File: config.mk
export PLATFORM = sky130hd
export DESIGN_NAME = uop_stage_fifo_flat
export DESIGN_NICKNAME = d
export VERILOG_FILES = /design/src/rtl/uop_stage_fifo_if.sv /design/src/rtl/uop_stage_fifo.sv /design/src/flat_wrapper.sv
export SDC_FILE = /design/constraint.sdc
export NUM_CORES = 1
export LEC_CHECK = 0
export BUFFER_PORTS_ARGS = -buffer_cell sky130_fd_sc_hd__buf_2
export CAP_MARGIN = 30
export CORE_ASPECT_RATIO = 0.8
export CORE_MARGIN = 3
export CORE_UTILIZATION = 30
export DETAILED_ROUTE_END_ITERATION = 16
export HOLD_SLACK_MARGIN = 0.03
export PLACE_DENSITY = 0.5
export SETUP_SLACK_MARGIN = 0.3
export SYNTH_ARGS = -nofsm -noshare
export SYNTH_HDL_FRONTEND = slang
export SYNTH_SLANG_ARGS = --single-unit
File: constraint.sdc
create_clock -name clk -period 3.1 [get_ports clk]
set_clock_uncertainty 0.1 [all_clocks]
set_input_delay 0.62 -clock clk [delete_from_list [all_inputs] [get_ports clk]]
set_output_delay 0.62 -clock clk [all_outputs]
set_load 0.005 [all_outputs]
File: src/rtl/uop_stage_fifo_if.sv
// Valid/ready handshake bundle for uop_stage_fifo: producer side, consumer side,
// pipeline flush and occupancy.
interface uop_stage_fifo_if #(
    parameter int WIDTH = 62,
    parameter int DEPTH = 4,
    parameter int CW    = $clog2(DEPTH) + 1
);
    logic             flush;
    logic             inValid;
    logic             inReady;
    logic [WIDTH-1:0] inData;
    logic             outValid;
    logic             outReady;
    logic [WIDTH-1:0] outData;
    logic [CW-1:0]    count;

    // master drives the stage traffic, slave is the buffer itself
    modport master (output flush, inValid, inData, outReady,
                    input  inReady, outValid, outData, count);
    modport slave  (input  flush, inValid, inData, outReady,
                    output inReady, outValid, outData, count);
endinterface

File: src/rtl/uop_stage_fifo.sv
// DEPTH-entry valid/ready decoupling buffer between core pipeline stages, with flush.
// Optional zero-latency bypass when empty: define UOP_FIFO_BYPASS_EN.
module uop_stage_fifo #(
    parameter int WIDTH = 62,
    parameter int DEPTH = 4,
    parameter int CW    = $clog2(DEPTH) + 1
) (
    input logic             clk,
    input logic             rstN,
    uop_stage_fifo_if.slave bus
);
    localparam int PW = $clog2(DEPTH);

    generate
        if (DEPTH < 2 || (DEPTH & (DEPTH - 1)) != 0) begin : g_bad_depth
            $error("uop_stage_fifo: DEPTH must be a power of 2 and >= 2");
        end
    endgenerate

    logic [WIDTH-1:0] mem [DEPTH];
    logic [PW-1:0]    wr_ptr;
    logic [PW-1:0]    rd_ptr;
    logic [CW-1:0]    cnt;
    logic             not_full;
    logic             not_empty;
    logic             in_ready;
    logic             push;
    logic             pop;

    assign not_full  = (cnt != CW'(DEPTH));
    assign not_empty = (cnt != '0);
    // inReady looks only at occupancy and flush, never at outReady
    assign in_ready    = not_full & ~bus.flush;
    assign bus.inReady = in_ready;
    assign bus.count   = cnt;

`ifdef UOP_FIFO_BYPASS_EN
    logic bypass;
    logic bypass_take;

    // An empty buffer forwards the incoming uop; it is stored only if not taken.
    assign bypass       = ~not_empty & bus.inValid & ~bus.flush;
    assign bypass_take  = bypass & bus.outReady;
    assign bus.outValid = (not_empty & ~bus.flush) | bypass;
    assign bus.outData  = bypass ? bus.inData : mem[rd_ptr];
    assign push         = bus.inValid & in_ready & ~bypass_take;
    assign pop          = not_empty & ~bus.flush & bus.outReady;
`else
    assign bus.outValid = not_empty & ~bus.flush;
    assign bus.outData  = mem[rd_ptr];
    assign push         = bus.inValid & in_ready;
    assign pop          = not_empty & ~bus.flush & bus.outReady;
`endif

    always_ff @(posedge clk or negedge rstN) begin
        if (!rstN) begin
            wr_ptr <= '0;
            rd_ptr <= '0;
            cnt    <= '0;
        end else if (bus.flush) begin
            wr_ptr <= '0;
            rd_ptr <= '0;
            cnt    <= '0;
        end else begin
            if (push) wr_ptr <= wr_ptr + PW'(1);
            if (pop)  rd_ptr <= rd_ptr + PW'(1);
            case ({push, pop})
                2'b10:   cnt <= cnt + CW'(1);
                2'b01:   cnt <= cnt - CW'(1);
                default: cnt <= cnt;
            endcase
        end
    end

    // Payload storage carries no reset; outData is only meaningful with outValid.
    always_ff @(posedge clk) begin
        if (push) mem[wr_ptr] <= bus.inData;
    end
endmodule

File: src/flat_wrapper.sv
// flat-port wrapper written by rule: the top's interface ports become plain ports
module uop_stage_fifo_flat 
#(
    parameter int WIDTH = 62,
    parameter int DEPTH = 4,
    parameter int CW    = $clog2(DEPTH) + 1
)
  (clk, rstN, bus_flush, bus_inValid, bus_inData, bus_outReady, bus_inReady, bus_outValid, bus_outData, bus_count);
  uop_stage_fifo_if #(.WIDTH(WIDTH), .DEPTH(DEPTH), .CW(CW)) bus_i ();
  input logic clk;
  input logic rstN;
  input wire logic [$bits(bus_i.flush)-1:0] bus_flush;
  input wire logic [$bits(bus_i.inValid)-1:0] bus_inValid;
  input wire logic [$bits(bus_i.inData)-1:0] bus_inData;
  input wire logic [$bits(bus_i.outReady)-1:0] bus_outReady;
  output wire logic [$bits(bus_i.inReady)-1:0] bus_inReady;
  output wire logic [$bits(bus_i.outValid)-1:0] bus_outValid;
  output wire logic [$bits(bus_i.outData)-1:0] bus_outData;
  output wire logic [$bits(bus_i.count)-1:0] bus_count;
  assign bus_i.flush = bus_flush;
  assign bus_i.inValid = bus_inValid;
  assign bus_i.inData = bus_inData;
  assign bus_i.outReady = bus_outReady;
  assign bus_inReady = bus_i.inReady;
  assign bus_outValid = bus_i.outValid;
  assign bus_outData = bus_i.outData;
  assign bus_count = bus_i.count;
  uop_stage_fifo #(.WIDTH(WIDTH), .DEPTH(DEPTH), .CW(CW)) u_core (.clk(clk), .rstN(rstN), .bus(bus_i));
endmodule
# --- Word level (Yosys, flattened, before mapping) ---
# Memories as Yosys holds them, arrays and structs flattened.
# Cells that the tools add are included.
classes:
  n_addsub: 4
  multipliers: 0
  div: 0
  order_cmp: 0
  eq_ne: 3
  shift: 0
  mux: 8
  n_bitwise: 5
  reduce_logical: 4
op_table:
  columns: ["cell", "count"]
  rows:
  - ["2-to-1 mux 2 bit", 4]
  - ["one-hot mux 3 bit (2 select lines)", 1]
  - ["nonzero test 3 bit", 2]
  - ["adder 2 x 1 -> 2 bit, second input constant", 2]
  - ["bitwise AND 1 bit", 4]
  - ["nonzero test 2 bit", 2]
  - ["adder 3 x 1 -> 3 bit, second input constant", 1]
  - ["2-to-1 mux 3 bit", 1]
  - ["inequality test 3 bit, second input constant", 1]
  - ["subtractor 3 x 1 -> 3 bit, second input constant", 1]
  - ["== test 2 x 1 -> 1 bit, second input constant", 1]
  - ["== test 2 bit, second input constant", 1]
  - ["2-to-1 mux 1 bit", 2]
  - ["NOT 1 bit", 1]
totals:
  regBits: 7
  latch_bits: 0
  mem_bits_rw: 248
  mem_bits_ro: 0
  in_bits: 67
  output_inout_bits: 67
  elab_cells: 28
  memories: 1
memory_table:
  columns: ["name", "depth", "word_bits", "read_ports", "rd_clocked_by_memory_dff", "write_ports", "line", "rtl"]
  rows:
  - ["u_core.mem", 4, 62, 1, 0, 1, "uop_stage_fifo.sv:20", "logic [WIDTH-1:0] mem [DEPTH];"]

# --- Longest topological paths before layout ---
# Gate-level depths: netlist of the first run.
depth:
  depth_word: 6
  ltp_mapped: 8
  depth_no_buf: 7

# --- Least setup slack after synthesis of the first run ---
# Ideal clock, no wire load.
synth_path:
  kind: "input -> register"
  start: "in bus_flush"
  end: "mem u_core.mem[2][0] (enable)"
  t_arrival_ns: 2.518
  required_ns: 2.574
  path_slack_ns: 0.056
  path_stages: 3
  path_buffers: 0
  path_cell_list: "nand2b_1 > nor2_1 > and2_1"
synth_between:
  elab_chain_len: 5
synth_lines:
  columns: ["item", "line", "rtl"]
  rows:
  - ["start, declared", "flat_wrapper.sv:12", "input wire logic [$bits(bus_i.flush)-1:0] bus_flush;"]
  - ["NOT 1 bit", "uop_stage_fifo.sv:33", "assign in_ready = not_full & ~bus.flush;"]
  - ["bitwise AND 1 bit", "uop_stage_fifo.sv:33", null]
  - ["bitwise AND 1 bit", "uop_stage_fifo.sv:51", "assign push = bus.inValid & in_ready;"]
  - ["2-to-1 mux 1 bit", "uop_stage_fifo.sv:77", "if (push) mem[wr_ptr] <= bus.inData;"]
  - ["2-to-1 mux 1 bit (not written as such)", "uop_stage_fifo.sv:77", null]
  - ["end, declared", "uop_stage_fifo.sv:20", null]
# No other way between the ends.

# --- Worst setup path in the final report of the first run ---
layout_path:
  start: "reg u_core.rd_ptr[0]"
  end: "out bus_outData[47]"
layout_between:
  elab_chain_len: 1
layout_lines:
  columns: ["item", "line", "rtl"]
  rows:
  - ["start, declared", "uop_stage_fifo.sv:22", "logic [PW-1:0] rd_ptr;"]
  - ["start signal, assigned", "uop_stage_fifo.sv:66", "if (pop) rd_ptr <= rd_ptr + PW'(1);"]
  - ["memory (4 x 62 bit)", null, null]
  - ["end, declared", "flat_wrapper.sv:18", "output wire logic [$bits(bus_i.outData)-1:0] bus_outData;"]
# No other way between the ends.

==> impl_metrics.yaml, run 1 <==
worst_setup_path:
  crit_fanout: 34
  criticalPathCategory: "reg -> out"
  crit_path_max_incr_delay_ns: 0.60
  worstPathBufferInverterCount: 2
  endpoint_kind: "output port"
  crit_chain: "buf_16 -> mux4_2 -> buf_2"
  startpoint_type: "flip-flop"
  worstReg2RegStart: "u_core.bus.count[2]"
  critPathSlowestCell: "mux4_2"
  critPathRequiredTime_ns: 2.38
  worstPathArrival_ns: 2.04
  startpoint: "u_core.rd_ptr[0]"
  cp_top_family: "multiplexers"
timing:
  worst_pin_slew_ns: 0.469
  fin_crit_ns: 2.76
  maxSlewViolCount: 0
  timing.final.ws_setup_ns: 0.342
  rsz0062_at_grt: "true"
  fmax_mhz: 363
  fin_tns_setup_ns: 0
  hold_ws_ns: 0.196
  post-route-period-util_pct: 89.0
  setup_violations: 0
  slew_headroom_pct: 68.7
  finalHoldViolCount: 0
global_route:
  grt_busiest_layer: "met2"
  grt_usage_pct: 11.3
  grt-ovfl-total: 0
  grt_pass1_wl_um: 28900
  grt_util_met2_pct: 18.7
  gr-usage-met1_pct: 14.8
  grt_max_degree: 35
  met3_usage_pct: 3.47
  antenna_found_initial: 3
  grt_pass1_vias: 4865
power_and_ir_drop:
  pwr-share-seq_pct: 50.2
  switching_share_pct: 21.5
  clkPwrFrac_pct: 39.0
  pwr_density_cell_nw_per_um2: 675
  p_int_mw: 6.20
  switchingPower_mw: 1.69
  irDropWorstVdd_v: 0.000504
  pwr-share-comb_pct: 10.8
  p_leak_nw: 3.86
  report.power.total_mw: 7.89
yosys:
  syn_nets: 462
  synth_top_area_share_pct: 78.2
  synth-edff-count: 248
  seq_area_frac_synth_pct: 80.0
  ys_types: 35
  synthArstFlopShare_pct: 2.75
  netlist_area_sq_um: 9520
  syn_inst: 390
  ys_warn_count: 0
  synth_ff_type: "edfxtp_1"
  yosys_register_bits: 255
  syn_avg_cell_area_sq_um: 24.4
  yosys-top-cells-area: "edfxtp_1 78%, mux4_2 15%, dfrtp_1 1.8%"
  yosysTopAreaCell: "edfxtp_1"
die:
  initial_core_util_pct: 30.9
  ios: 134
  die-height_um: 165
  die_w_um: 205
  coreArea_sq_um: 30800
  die_area_sq_um: 33900
  rows: 57
cts:
  cts_sinks: 255
  cts_tree: "built"
  cts_inserted_buffers: 27
  clk_latency_ns: 0.53
  cts_root_buffer: "clkbuf_16"
  path_clk_slew_ns: 0.06
  h-tree-depth: 1
  clockBufferDepth: 3
cells_and_area:
  area_growth_pct: 22.7
  fin_nets: 620
  fin_util_pct: 37.9
  stdcell_count: 981
  fin_area_sq_um: 11700
  final_layout_size_suffix_gt1_share_pct: 44.7
  fillCellCount: 2847
  num_antenna_cells: 0
drt:
  dr.first_iter.drc_count: 204
  vias: 4514
  vias_per_cell: 4.60
  drc: 0
  ant_nets: 0
  drtPass1Iterations: 5
  wl_per_cell_um: 19.7
  drt_wl_total_um: 19300
min_path:
  hp-start: "bus_inData[56]"
  holdCritPathClass: "in -> reg"
placement:
  dp.cells: 930
  placed_cell_area_sq_um: 10800
  portBuffers: 133
  place_ws_ns: 0.551
  gp_congestion: 0.705
  dpl.hpwl_um: 11700
flow_run:
  max_cap_violations: 0
outcome:
  outcome: "complete, no violations"
final cells by class:
cell class,count,area (sq um),share of cell area (%)
tap,413,517,4.42
timing repair buffer,148,883,7.56
multi-input combinational,112,1790,15.3
sequential,255,7630,65.3
clock inverter,14,144,1.23
clock buffer,35,706,6.04
inverter,4,15.0,0.128
state kept, by name, summed over array words and instances, names as in the netlist:
| name | flops |
|---|---|
| u_core.mem | 248 |
| u_core.wr_ptr | 2 |
| u_core.rd_ptr | 2 |
| u_core.bus.count | 3 |
final timing paths:
check	to	slack [ns]	cells after the start
min reg2reg	u_core.wr_ptr[0]	0.52	2
max reg2reg	u_core.bus.count[1]	0.61	8
min in group asynchronous	u_core.bus.count[2]	0.35	2
max	bus_outData[47]	0.34	3
min	u_core.mem[3][56]	0.20	1
max in group asynchronous	u_core.rd_ptr[1]	2.36	2
kinds of logic after synthesis:
logic type               Yosys count  share of synthesized area [%]
AND/OR/NAND/NOR                   28                           1.89
multiplexers                      63                           14.8
buffers and inverters             23                           1.25
AO/OA/AOI/OAI                     13                           1.04
XOR/XNOR                           3                          0.276
flip-flops                       255                           80.0
adder cells (fa/ha/maj)            5                          0.736
worst reg2reg max path, stage by stage, from the launching register on:
cell and delay, ns:
dfrtp_1 0.53, nor3b_2 0.44, nor2_1 0.09, buf_4 0.17
nor3_1 0.22, fa_1 0.48, nor2b_1 0.15, o2111ai_1 0.11
nand3b_1 0.09
timing repair:
action                                  CTS  global route
hold buffers                              1             0
endpoints found under the setup margin   42            22
hold endpoints to repair                  7             0
gates resized for setup                   1             0
setup buffers                             1             0
layout by cell type, fill, tap and decap left out, types with 2 or more instances in the layout:
cell type	n
o22ai_1	2
dfrtp_4	2
nand2b_1	6
buf_2	133
buf_12	6
bufinv_16	3
nand3b_1	3
xor2_1	2
nor2b_1	2
or3_1	2
clkinv_2	3
nor2_1	5
a21oi_1	3
dfrtp_1	5
clkbuf_16	27
ha_1	4
mux4_2	62
buf_4	6
clkinv_1	6
and2_4	4
clkbuf_1	8
inv_1	4
edfxtp_1	248
per-layer routing:
metal	share of wire, %	routed length [um]
met5	0.21	41
met1	43	8330
met4	2.0	385
met2	48	9270
met3	6.5	1250
synthesized netlist by cell type (2+ instances only):
cell      count
a21oi_1       3
and2_1        5
buf_1         5
buf_2         8
buf_4         4
dfrtp_1       7
edfxtp_1    248
ha_1          4
inv_1         4
mux4_2       62
nand2b_1      6
nand3b_1      3
nor2_1        5
nor2b_1       2
o22ai_1       2
or3_1         2
xor2_1        2
power groups by stage:
stage                     Combinational, mW  Sequential, mW  Clock, mW
after floorplan                       0.509            4.01          0
after global placement                0.861            4.03          0
after detailed placement              0.867            4.04          0
after CTS                             0.882            3.96       3.20
after global routing                  0.936            3.97       3.33
final                                 0.850            3.96       3.08
(Power assumes the default switching activity.)
==> inputs of run 2 (changes only) <==
- CORE_MARGIN: 3 -> default
==> run 2 against run 1 <==
Effect of this change:
- largest cell class unchanged
- non-clock buffer count did not move
- sequential share of layout area increased by 0.14 points
- setup slack improved by 0.0098 ns
- critical path depth stayed put
- final cell count is the same
- design area decreased by 0.21%
- global-route usage up 0.78 points
- sequential power about the same
- combinational power up 1%
- maximum frequency is 0.36% higher
==> impl_metrics.yaml, run 2 (synthesis gave the netlist of run 1 again) <==
cells_and_area:
  largest_reg_flops: 248
  final_layout_size_suffix_gt1_share_pct: 44.9
  mostFrequentLayoutCells: "248 x edfxtp_1, 133 x buf_2, 62 x mux4_2"
  final_common_cell: "edfxtp_1"
  regMostFlops: "u_core.mem"
  area_growth_pct: 22.5
  fin_nets: 620
cts:
  clk_latency_ns: 0.51
  clockBufferDepth: 3
  path_clk_slew_ns: 0.06
  cts_tree: "built"
  cts_root_buffer: "clkbuf_16"
  cts_sinks: 255
  cts_inserted_buffers: 27
  h-tree-depth: 1
worst_setup_path:
  crit_path_max_incr_delay_ns: 0.61
  critPathSlowestCell: "mux4_2"
  cp_top_family: "multiplexers"
  startpoint: "u_core.rd_ptr[0]"
  crit_chain: "buf_12 -> mux4_2 -> buf_2"
  worstPathArrival_ns: 2.03
  startpoint_type: "flip-flop"
  crit_fanout: 25
  worstReg2RegStart: "u_core.bus.count[2]"
  critPathRequiredTime_ns: 2.38
  criticalPathCategory: "reg -> out"
  endpoint_kind: "output port"
  worstPathBufferInverterCount: 2
global_route:
  grt_usage_pct: 12.1
  grt_pass1_wl_um: 29500
  antenna_found_initial: 4
  grt-ovfl-total: 0
  grt_max_degree: 35
  grt_pass1_vias: 4839
timing:
  finalHoldViolCount: 0
  post-route-period-util_pct: 88.6
  worst_pin_slew_ns: 0.488
  fmax_mhz: 364
  setup_violations: 0
  maxSlewViolCount: 0
  fin_crit_ns: 2.75
  slew_headroom_pct: 67.5
  hold_ws_ns: 0.221
  fin_tns_setup_ns: 0
  rsz0062_at_grt: "true"
die:
  coreArea_sq_um: 30800
  die-height_um: 161
  die_w_um: 201
  ios: 134
  initial_core_util_pct: 30.9
  rows: 57
  die_area_sq_um: 32500
placement:
  portBuffers: 133
  dpl.hpwl_um: 12100
  gp_congestion: 0.765
drt:
  vias: 4406
  drtPass1Iterations: 4
  wl_per_cell_um: 19.9
  dr.first_iter.drc_count: 196
  drt_wl_total_um: 19500
  vias_per_cell: 4.49
  drc: 0
  ant_nets: 0
min_path:
  hp-start: "bus_inData[38]"
  holdCritPathClass: "in -> reg"
outcome:
  outcome: "complete, no violations"
power_and_ir_drop:
  p_leak_nw: 3.84
  pwr_density_cell_nw_per_um2: 672
  irDropWorstVdd_v: 0.000320
flow_run:
  max_cap_violations: 0
## run 2: final timing paths
check,to,slack [ns],cells past startpoint
setup / recovery,bus_outData[34],0.35,3
hold / removal,u_core.mem[0][38],0.22,1
setup reg to reg,u_core.bus.count[1],0.62,7
hold reg to reg,u_core.wr_ptr[0],0.53,2
max in group asynchronous,u_core.rd_ptr[0],2.32,2
min in group asynchronous,u_core.bus.count[0],0.38,2
## run 2: report_power, final
part,switching (mW),internal (mW)
Clock,1.24,1.77
Sequential,0.0531,3.91
Combinational,0.419,0.443
## run 2: cell type report
type	count	area, sq um
clock inverters	13	125
fillers	2854	19100
flip-flops and latches	255	7630
clock buffers	34	702
repair buffers	148	876
multi-input cells	112	1790
diodes	2	5.00
inverters	4	15.0
well taps	413	517
## run 2: repair_timing
action	in CTS	in global routing
buffers inserted	2	0
gates resized for setup	1	0
hold buffers	1	0
endpoints found under the setup margin	54	6
endpoints found under the hold margin	7	0
## run 2: per-layer routing
metal  global-route usage (%)  share of wire [%]  vias up
met5                        0               0.11        -
met4                     2.86                1.8        4
met3                     2.78                5.4       31
met2                     19.1                 47      109
met1                     17.1                 46     2280
li1                         -                  -     1982
## run 2: stage by stage
stage,instance area [sq um],worst slack (ns),utilization (%),total power [mW],instances
after global placement,10800,0.523,35.0,4.89,929
after floorplan,9530,0.725,-,4.52,390
after CTS,11700,0.283,37.8,7.96,979
after detailed placement,10800,0.490,35.0,4.91,929
final,11700,0.352,37.9,7.84,981
after global routing,11700,0.264,37.8,8.16,979
==> inputs of run 3 (changes only) <==
- PLACE_DENSITY: 0.5 -> 0.48
- clock period: 3.1 -> 3.17 ns (I/O delays scaled with it)
==> run 3 against run 2 <==
Effect of this change:
- total power down 0.65%
- critical path depth unchanged
- non-clock buffer count up 3
- worst hold slack better by 0.0017 ns
- highest routed layer unchanged
- first-iteration DRC count up 63%
- global-route usage up 0.11 points
- count of clock-buffer cells in the layout down 5
- design area up 0.72%
==> impl_metrics.yaml, run 3 (synthesis gave the netlist of run 1 again) <==
drt:
  drt_wl_total_um: 19800
  ant_nets: 0
  vias_per_cell: 4.50
  highest_layer: "met5"
  met3_length_um: 1440
  dr.first_iter.drc_count: 320
  met1_length_um: 9260
  drc: 0
  wl_per_cell_um: 20.0
  drtPass1Iterations: 4
  wl_met2_um: 8710
  vias: 4455
cts:
  h-tree-depth: 1
  cts_sinks: 255
  clockBufferDepth: 3
  cts_root_buffer: "clkbuf_16"
  path_clk_slew_ns: 0.06
  cts_tree: "built"
  cts_inserted_buffers: 27
  clk_latency_ns: 0.52
timing:
  fin_crit_ns: 2.76
  fin_tns_setup_ns: 0
  fmax_mhz: 362
  worst_pin_slew_ns: 0.441
  slew_headroom_pct: 70.6
  post-route-period-util_pct: 87.1
  timing.final.ws_setup_ns: 0.408
  rsz0062_at_grt: "true"
  finalHoldViolCount: 0
  maxSlewViolCount: 0
  setup_violations: 0
min_path:
  min_path_cells: 1
  holdCritPathClass: "in -> reg"
  hp-start: "bus_inData[45]"
  min_to: "u_core.mem[3][45]"
worst_setup_path:
  endpoint_kind: "output port"
  worstRegToRegCells: 8
  critPathSlowestCell: "mux4_2"
  critPathRequiredTime_ns: 2.44
  cp_top_family: "multiplexers"
  startpoint_type: "flip-flop"
  crit_path_max_incr_delay_ns: 0.58
  criticalPathCategory: "reg -> out"
  r2r_setup_slack_ns: 0.75
  worstPathBufferInverterCount: 2
  crit_chain: "buf_12 -> mux4_2 -> buf_2"
  r2r_end: "u_core.bus.count[1]"
  worstPathArrival_ns: 2.03
  crit_fanout: 22
  worstReg2RegStart: "u_core.bus.count[2]"
global_route:
  grt-ovfl-total: 0
  grt_pass1_vias: 4683
  grt_pass1_wl_um: 29800
  grt_max_degree: 63
  grt_usage_pct: 12.2
  antenna_found_initial: 7
die:
  coreArea_sq_um: 30800
  ios: 134
  die-height_um: 161
  die_w_um: 201
  die_area_sq_um: 32500
  initial_core_util_pct: 30.9
  rows: 57
power_and_ir_drop:
  pwr_density_cell_nw_per_um2: 663
  irDropWorstVdd_v: 0.000296
  p_leak_nw: 3.89
cells_and_area:
  final_common_cell: "edfxtp_1"
  area_growth_pct: 23.3
  final_layout_size_suffix_gt1_share_pct: 45.5
  multi_input_area_sq_um: 1790
  largest_reg_flops: 248
  regMostFlops: "u_core.mem"
  fin_nets: 623
  mostFrequentLayoutCells: "248 x edfxtp_1, 133 x buf_2, 62 x mux4_2"
  regArea_sq_um: 7630
  fillCellCount: 2839
placement:
  dpl.hpwl_um: 12300
  place_ws_ns: 0.556
  portBuffers: 133
  gp_congestion: 0.715
outcome:
  outcome: "complete, no violations"
flow_run:
  max_cap_violations: 0
run 3: cell count changes in the layout (fill, tap and decap cells not counted), sizes merged:
cell | previous run | this run
inv | 5 | 7
clkbuf | 34 | 29
bufinv | 2 | 3
diode | 2 | 5
clkinvlp | 2 | 1
buf | 147 | 150
clkinv | 8 | 14
run 3: repair_timing:
action | in CTS | in global routing
endpoints found under the setup margin | 56 | 8
hold endpoints to repair | 7 | 0
hold buffers | 1 | 0
resized for setup | 0 | 1
buffers inserted | 4 | 0
run 3: how the worst max path moves through the flow:
stage,from,to,slack [ns],depth (start not counted)
after floorplan,bus_flush,u_core.mem[0][0],0.78,3
after global placement,bus_flush,u_core.bus.count[1],0.57,8
after detailed placement,bus_flush,u_core.bus.count[1],0.56,8
after CTS,u_core.rd_ptr[0],bus_outData[10],0.33,3
after global routing,u_core.rd_ptr[0],bus_outData[46],0.30,3
final,u_core.rd_ptr[0],bus_outData[46],0.41,3
run 3: area by class of cell:
class                      count  area share (%)
multi-input combinational    112            15.3
antenna                        5           0.107
timing repair buffer         151            7.75
inverter                       4           0.128
tap                          413            4.40
clock buffer                  29            5.82
sequential                   255            65.0
clock inverter                21            1.58
run 3: report_power, final:
group | leakage (nW) | switching (mW) | total (mW) | internal [mW]
Clock | 0.423 | 1.24 | 3.05 | 1.80
Combinational | 1.12 | 0.424 | 0.869 | 0.446
Sequential | 2.34 | 0.0443 | 3.87 | 3.83
run 3: routing by layer:
metal	vias to the layer above	GRT usage (%)
met4	6	2.38
met3	30	3.85
met5	-	0
li1	1992	-
met2	125	18.4
met1	2302	17.5
run 3: stage by stage:
| stage | util (%) | power [mW] | cells | hold WS [ns] | area, sq um |
|---|---|---|---|---|---|
| after global routing | 38.1 | 8.09 | 985 | 0.198 | 11700 |
| after detailed placement | 35.1 | 4.82 | 930 | 0.396 | 10800 |
| after global placement | 35.1 | 4.81 | 930 | 0.393 | 10800 |
| after floorplan | - | 4.42 | 390 | 0.238 | 9530 |
| after CTS | 38.1 | 7.91 | 985 | 0.193 | 11700 |
| final | 38.1 | 7.79 | 990 | 0.223 | 11700 |
